**src/rtl/xpt_cycle_sequencer.sv**
```systemverilog
// Machine-cycle sequencer: runs M1 / read / write / internal cycles with T-state
// timing and WAIT stretching, owns the XPT phase counter and the ITABLE opcode latch.
module xpt_cycle_sequencer #(
    parameter int unsigned XPT_W      = 4,
    parameter logic [7:0]  ITABLE_RST = 8'h00
) (
    input  logic             clock,
    input  logic             reset,
    input  logic [1:0]       cycle_req,
    input  logic             reset_xpt,
    input  logic             bus_wait,
    input  logic [7:0]       data_in,
    output logic [XPT_W-1:0] XPT,
    output logic [XPT_W-1:0] notXPT,
    output logic [7:0]       ITABLE,
    output logic [7:0]       notITABLE,
    output logic             decode_enable,
    output logic             m1,
    output logic             mreq,
    output logic             rd,
    output logic             wr,
    output logic             rfsh,
    output logic             dt_load,
    output logic [7:0]       dt_q,
    output logic [2:0]       tstate,
    output logic             xpt_overflow
);

    typedef enum logic [1:0] {
        CYC_INT = 2'b00,
        CYC_RD  = 2'b01,
        CYC_WR  = 2'b10,
        CYC_M1  = 2'b11
    } cyc_e;

    typedef enum logic [2:0] {
        T1 = 3'd1,
        T2 = 3'd2,
        T3 = 3'd3,
        T4 = 3'd4,
        TW = 3'd5
    } ts_e;

    typedef struct packed {
        logic m1;
        logic mreq;
        logic rd;
        logic wr;
        logic rfsh;
        logic dec_en;
        logic dt_load;
    } strb_t;

    // Strobe pattern for a given cycle type and T-state; registered from next state.
    function automatic strb_t decode(input cyc_e c, input ts_e t);
        strb_t s;
        s = '0;
        case (c)
            CYC_M1: begin
                case (t)
                    T1, T2, TW: begin s.m1 = 1'b1; s.mreq = 1'b1; s.rd = 1'b1; end
                    T3:         begin s.rfsh = 1'b1; s.mreq = 1'b1; end
                    T4:         begin s.rfsh = 1'b1; s.dec_en = 1'b1; end
                    default:    s = '0;
                endcase
            end
            CYC_RD: begin
                case (t)
                    T1, T2, TW: begin s.mreq = 1'b1; s.rd = 1'b1; end
                    T3:         begin s.dt_load = 1'b1; s.dec_en = 1'b1; end
                    default:    s = '0;
                endcase
            end
            CYC_WR: begin
                case (t)
                    T1:      s.mreq = 1'b1;
                    T2, TW:  begin s.mreq = 1'b1; s.wr = 1'b1; end
                    T3:      begin s.mreq = 1'b1; s.wr = 1'b1; s.dec_en = 1'b1; end
                    default: s = '0;
                endcase
            end
            default: s.dec_en = 1'b1;
        endcase
        return s;
    endfunction

    cyc_e             cyc_q, cyc_d;
    ts_e              ts_q, ts_d;
    logic [XPT_W-1:0] xpt_q, xpt_d;
    logic             ovf_q, ovf_d;
    logic [7:0]       itable_q, itable_d;
    logic [7:0]       dt_reg_q, dt_reg_d;
    strb_t            strb_q;
    logic             last_t;

    // NOTE: every variable gets a default first so no path through this block infers a latch.
    always_comb begin
        cyc_d    = cyc_q;
        ts_d     = ts_q;
        xpt_d    = xpt_q;
        ovf_d    = ovf_q;
        itable_d = itable_q;
        dt_reg_d = dt_reg_q;
        last_t   = (cyc_q == CYC_INT)
                || (cyc_q == CYC_M1 && ts_q == T4)
                || ((cyc_q == CYC_RD || cyc_q == CYC_WR) && ts_q == T3);
        if (last_t) begin
            cyc_d = cyc_e'(cycle_req);
            ts_d  = T1;
            if (cyc_q == CYC_M1 || reset_xpt) begin
                xpt_d = '0;
            end else if (&xpt_q) begin
                ovf_d = 1'b1;
            end else begin
                xpt_d = xpt_q + 1'b1;
            end
        end else begin
            case (ts_q)
                T1:      ts_d = T2;
                T2, TW:  ts_d = bus_wait ? TW : T3;
                T3:      ts_d = T4;
                default: ts_d = T1;
            endcase
            // Data is captured on the edge entering T3; a fetch also restarts the phase
            // count there so the decoder sees phase 0 for the new opcode during T4.
            if (ts_d == T3 && cyc_q == CYC_M1) begin
                itable_d = data_in;
                xpt_d    = '0;
            end
            if (ts_d == T3 && cyc_q == CYC_RD) begin
                dt_reg_d = data_in;
            end
        end
    end

    // NOTE: sequential state uses non-blocking assignments so all flops update together.
    always_ff @(posedge clock or posedge reset) begin
        if (reset) begin
            cyc_q    <= CYC_M1;
            ts_q     <= T1;
            xpt_q    <= '0;
            ovf_q    <= 1'b0;
            itable_q <= ITABLE_RST;
            dt_reg_q <= '0;
            strb_q   <= decode(CYC_M1, T1);
        end else begin
            cyc_q    <= cyc_d;
            ts_q     <= ts_d;
            xpt_q    <= xpt_d;
            ovf_q    <= ovf_d;
            itable_q <= itable_d;
            dt_reg_q <= dt_reg_d;
            strb_q   <= decode(cyc_d, ts_d);
        end
    end

    // Strobes are forced low for as long as reset is asserted, not just after the edge.
    assign m1            = strb_q.m1      & ~reset;
    assign mreq          = strb_q.mreq    & ~reset;
    assign rd            = strb_q.rd      & ~reset;
    assign wr            = strb_q.wr      & ~reset;
    assign rfsh          = strb_q.rfsh    & ~reset;
    assign decode_enable = strb_q.dec_en  & ~reset;
    assign dt_load       = strb_q.dt_load & ~reset;

    assign XPT          = xpt_q;
    assign notXPT       = ~xpt_q;
    assign ITABLE       = itable_q;
    assign notITABLE    = ~itable_q;
    assign dt_q         = dt_reg_q;
    assign tstate       = ts_q;
    assign xpt_overflow = ovf_q;

endmodule
```
**config.mk**
```make
export PLATFORM = sky130hd
export DESIGN_NAME = xpt_cycle_sequencer
export DESIGN_NICKNAME = d
export VERILOG_FILES = /design/src/rtl/xpt_cycle_sequencer.sv
export SDC_FILE = /design/constraint.sdc
export NUM_CORES = 1
export LEC_CHECK = 0
export CORE_ASPECT_RATIO = 0.6
export CORE_MARGIN = 4
export CORE_UTILIZATION = 35
export DETAILED_ROUTE_END_ITERATION = 6
export PLACE_DENSITY_LB_ADDON = 0.12
export SLEW_MARGIN = 20
export SYNTH_ARGS = -nofsm -noshare
export SYNTH_HDL_FRONTEND = slang
export SYNTH_SLANG_ARGS = --single-unit
```
**constraint.sdc**
```tcl
create_clock -name clock -period 7.7 [get_ports clock]
set_input_delay 1.155 -clock clock [delete_from_list [all_inputs] [get_ports clock]]
set_output_delay 1.155 -clock clock [all_outputs]
set_load 0.05 [all_outputs]
```
==> results.txt <==
RSZ-0062 raised after global routing: no
synth unique cells: 39
global-route wire length before repair: 6020 µm
Final Cycle Share: 49.7%
worst hold path class: flop to flop
Worst Hold Launch: xpt_overflow
CP startpoint: reset
post-DP HPWL: 2850 µm
Clock Sinks: 33
register area share after synthesis: 50.9%
number of synthesized flops with an enable pin: 0
Post-Syn Area: 0.00164 mm²
drc violations: 0
routed vias/inst: 4.77
worst slew pin tran: 713 ps
row cnt: 18
Die Wd: 96.3 µm
Final setup viols: 0
worst-path fanout max: 8
Tmin final: 3830 ps
r2r startpoint: cyc_q[0]
GPL Wtd Cong: 0.810
pin count of the biggest net entering global routing: 34
crit path kind: primary input to primary output
Synth-to-Final Area Change: 46.2%
I/O Buffers: 56
status: completed
core area: 0.00430 mm²
initial antenna violation count: 0
total nets after synthesis: 162
crit end category: primary output
Initial DRT Pass Iterations: 4
drt first-iter violations: 53
Initial Utilization: 38.0%
Synth Instances: 140
Synth top area share: 41.3%
top-count cell post-synth: dfrtp_1
via count: 1258
asr flop ratio synth: 100%
FMAX: 0.261 GHz
ANT nets after route: 0
CP arrival: 2670 ps
overall routing resource usage: 14.0%
Bufs on Longest Clock Path: 2
worst skew pair latency: 280 ps
CTS H-Tree Depth: 2
die area: 0.00587 mm²
Setup Fix Bufs, Post-CTS: 0
global route overflow: 0
CTS clk-pin slew, worst paths: 60 ps
TritonCTS clock tree: yes
FILL cells: 364
Setup TNS Final: 0 ps
area leader, netlist: dfrtp_1
vias in the first global route: 1237
Slew HR: 52.2%
Setup crit start kind: primary input
# diodes: 0
syn avg cell area: 11.7 µm²
Warnings, synthesis: 0
die height: 61.0 µm
Inserted Clock Buffers: 5
number of hold buffers added after CTS: 0
top_reg_cell synth: dfrtp_1
num ports: 57
Yosys reg bits: 33
WP data required: 6550 ps
final hold violation count: 0
maximum capacitance violations: 0
per-cell routed wire length: 14.3 µm
clk_skew: 5.61 ps
Root Driver: clkbuf_8
post-cts repair resize count: 0
fraction of layout cells with a size suffix above 1: 17.6%
Total Routed Length: 3790 µm
ranking of synthesized cells by area: dfrtp_1 (41%), mux2_2 (12%), dfstp_2 (9.6%)
Max Slew Vio Count: 0
final net count: 225
commonest cells in the netlist: dfrtp_1 (27), inv_1 (19), mux2_2 (17)
[area by class of cell]
class                           count  area [µm²]  share of cell area [%]
Clock buffer                        7        86.3                    3.61
Clock inverter                      1        30.0                    1.26
Inverter                           19        71.3                    2.98
Multi-Input combinational cell     87         728                    30.4
Sequential cell                    33         833                    34.8
Tap cell                           60        75.1                    3.14
Timing Repair Buffer               57         568                    23.7
[critical path, stage by stage]
cell and delay, ps:
clkdlybuf4s50_1 540, nor2b_1 170, clkdlybuf4s50_1 810
[cell usage in the layout (no fill, tap or decap), types with 2 or more instances in the layout]
| master | n |
|---|---|
| a21oi_1 | 2 |
| and2_1 | 4 |
| clkbuf_8 | 6 |
| clkdlybuf4s50_1 | 56 |
| dfrtp_1 | 27 |
| dfstp_2 | 6 |
| ha_1 | 8 |
| inv_1 | 19 |
| mux2_2 | 17 |
| mux2i_1 | 3 |
| nand2_1 | 4 |
| nand2_4 | 2 |
| nand3_1 | 2 |
| nand4b_1 | 2 |
| nor2_1 | 6 |
| nor2b_1 | 9 |
| o21ai_0 | 3 |
| o22a_1 | 2 |
| o2bb2ai_1 | 2 |
[metrics by stage]
step	utilization [%]	instances	hold slack (ps)	cell area [µm²]	setup slack, ps
2_1_floorplan	-	140	654	1640	4700
5_1_grt	55.6	264	514	2390	3770
4_1_cts	55.6	264	496	2390	3840
3_5_place_dp	52.9	256	476	2280	3850
3_3_place_gp	52.9	256	460	2280	3890
6_report	55.6	264	490	2390	3870
[path summary, 6_finish.rpt]
check                               end  slack, ps  cells past startpoint
min                        xpt_overflow        490                      1
max in group asynchronous     tstate[0]       5920                      3
min reg2reg                xpt_overflow        490                      1
min in group asynchronous     strb_q[0]       1460                      3
max reg2reg                   strb_q[1]       4840                      9
max                                  rd       3870                      3
[state kept, by name, indices dropped and copies added (netlist names)]
name,count
ITABLE,8
XPT,4
cyc_q,2
dt_q,8
strb_q,7
tstate,3
xpt_overflow,1
[metal layers]
metal / up-vias / share of wire (%) / global-route usage, %
met5: - / 0 / 0
met4: 0 / 0.74 / 6.07
met3: 2 / 8.5 / 6.07
met2: 50 / 44 / 19.7
met1: 604 / 46 / 18.9
li1: 602 / - / -
[cells by family after synthesis]
family                   after synthesis  synth area share, %
AND/OR/NAND/NOR                       39                 15.0
flip-flops                            33                 50.9
multiplexers                          21                 14.2
buffers and inverters                 20                 4.59
AO/OA/AOI/OAI                         19                 9.18
adder cells (fa/ha/maj)                8                 6.12
Power is left out: the tool's default activity adds up to more than one toggle a clock period on the data nets, which glitch-free logic cannot reach.
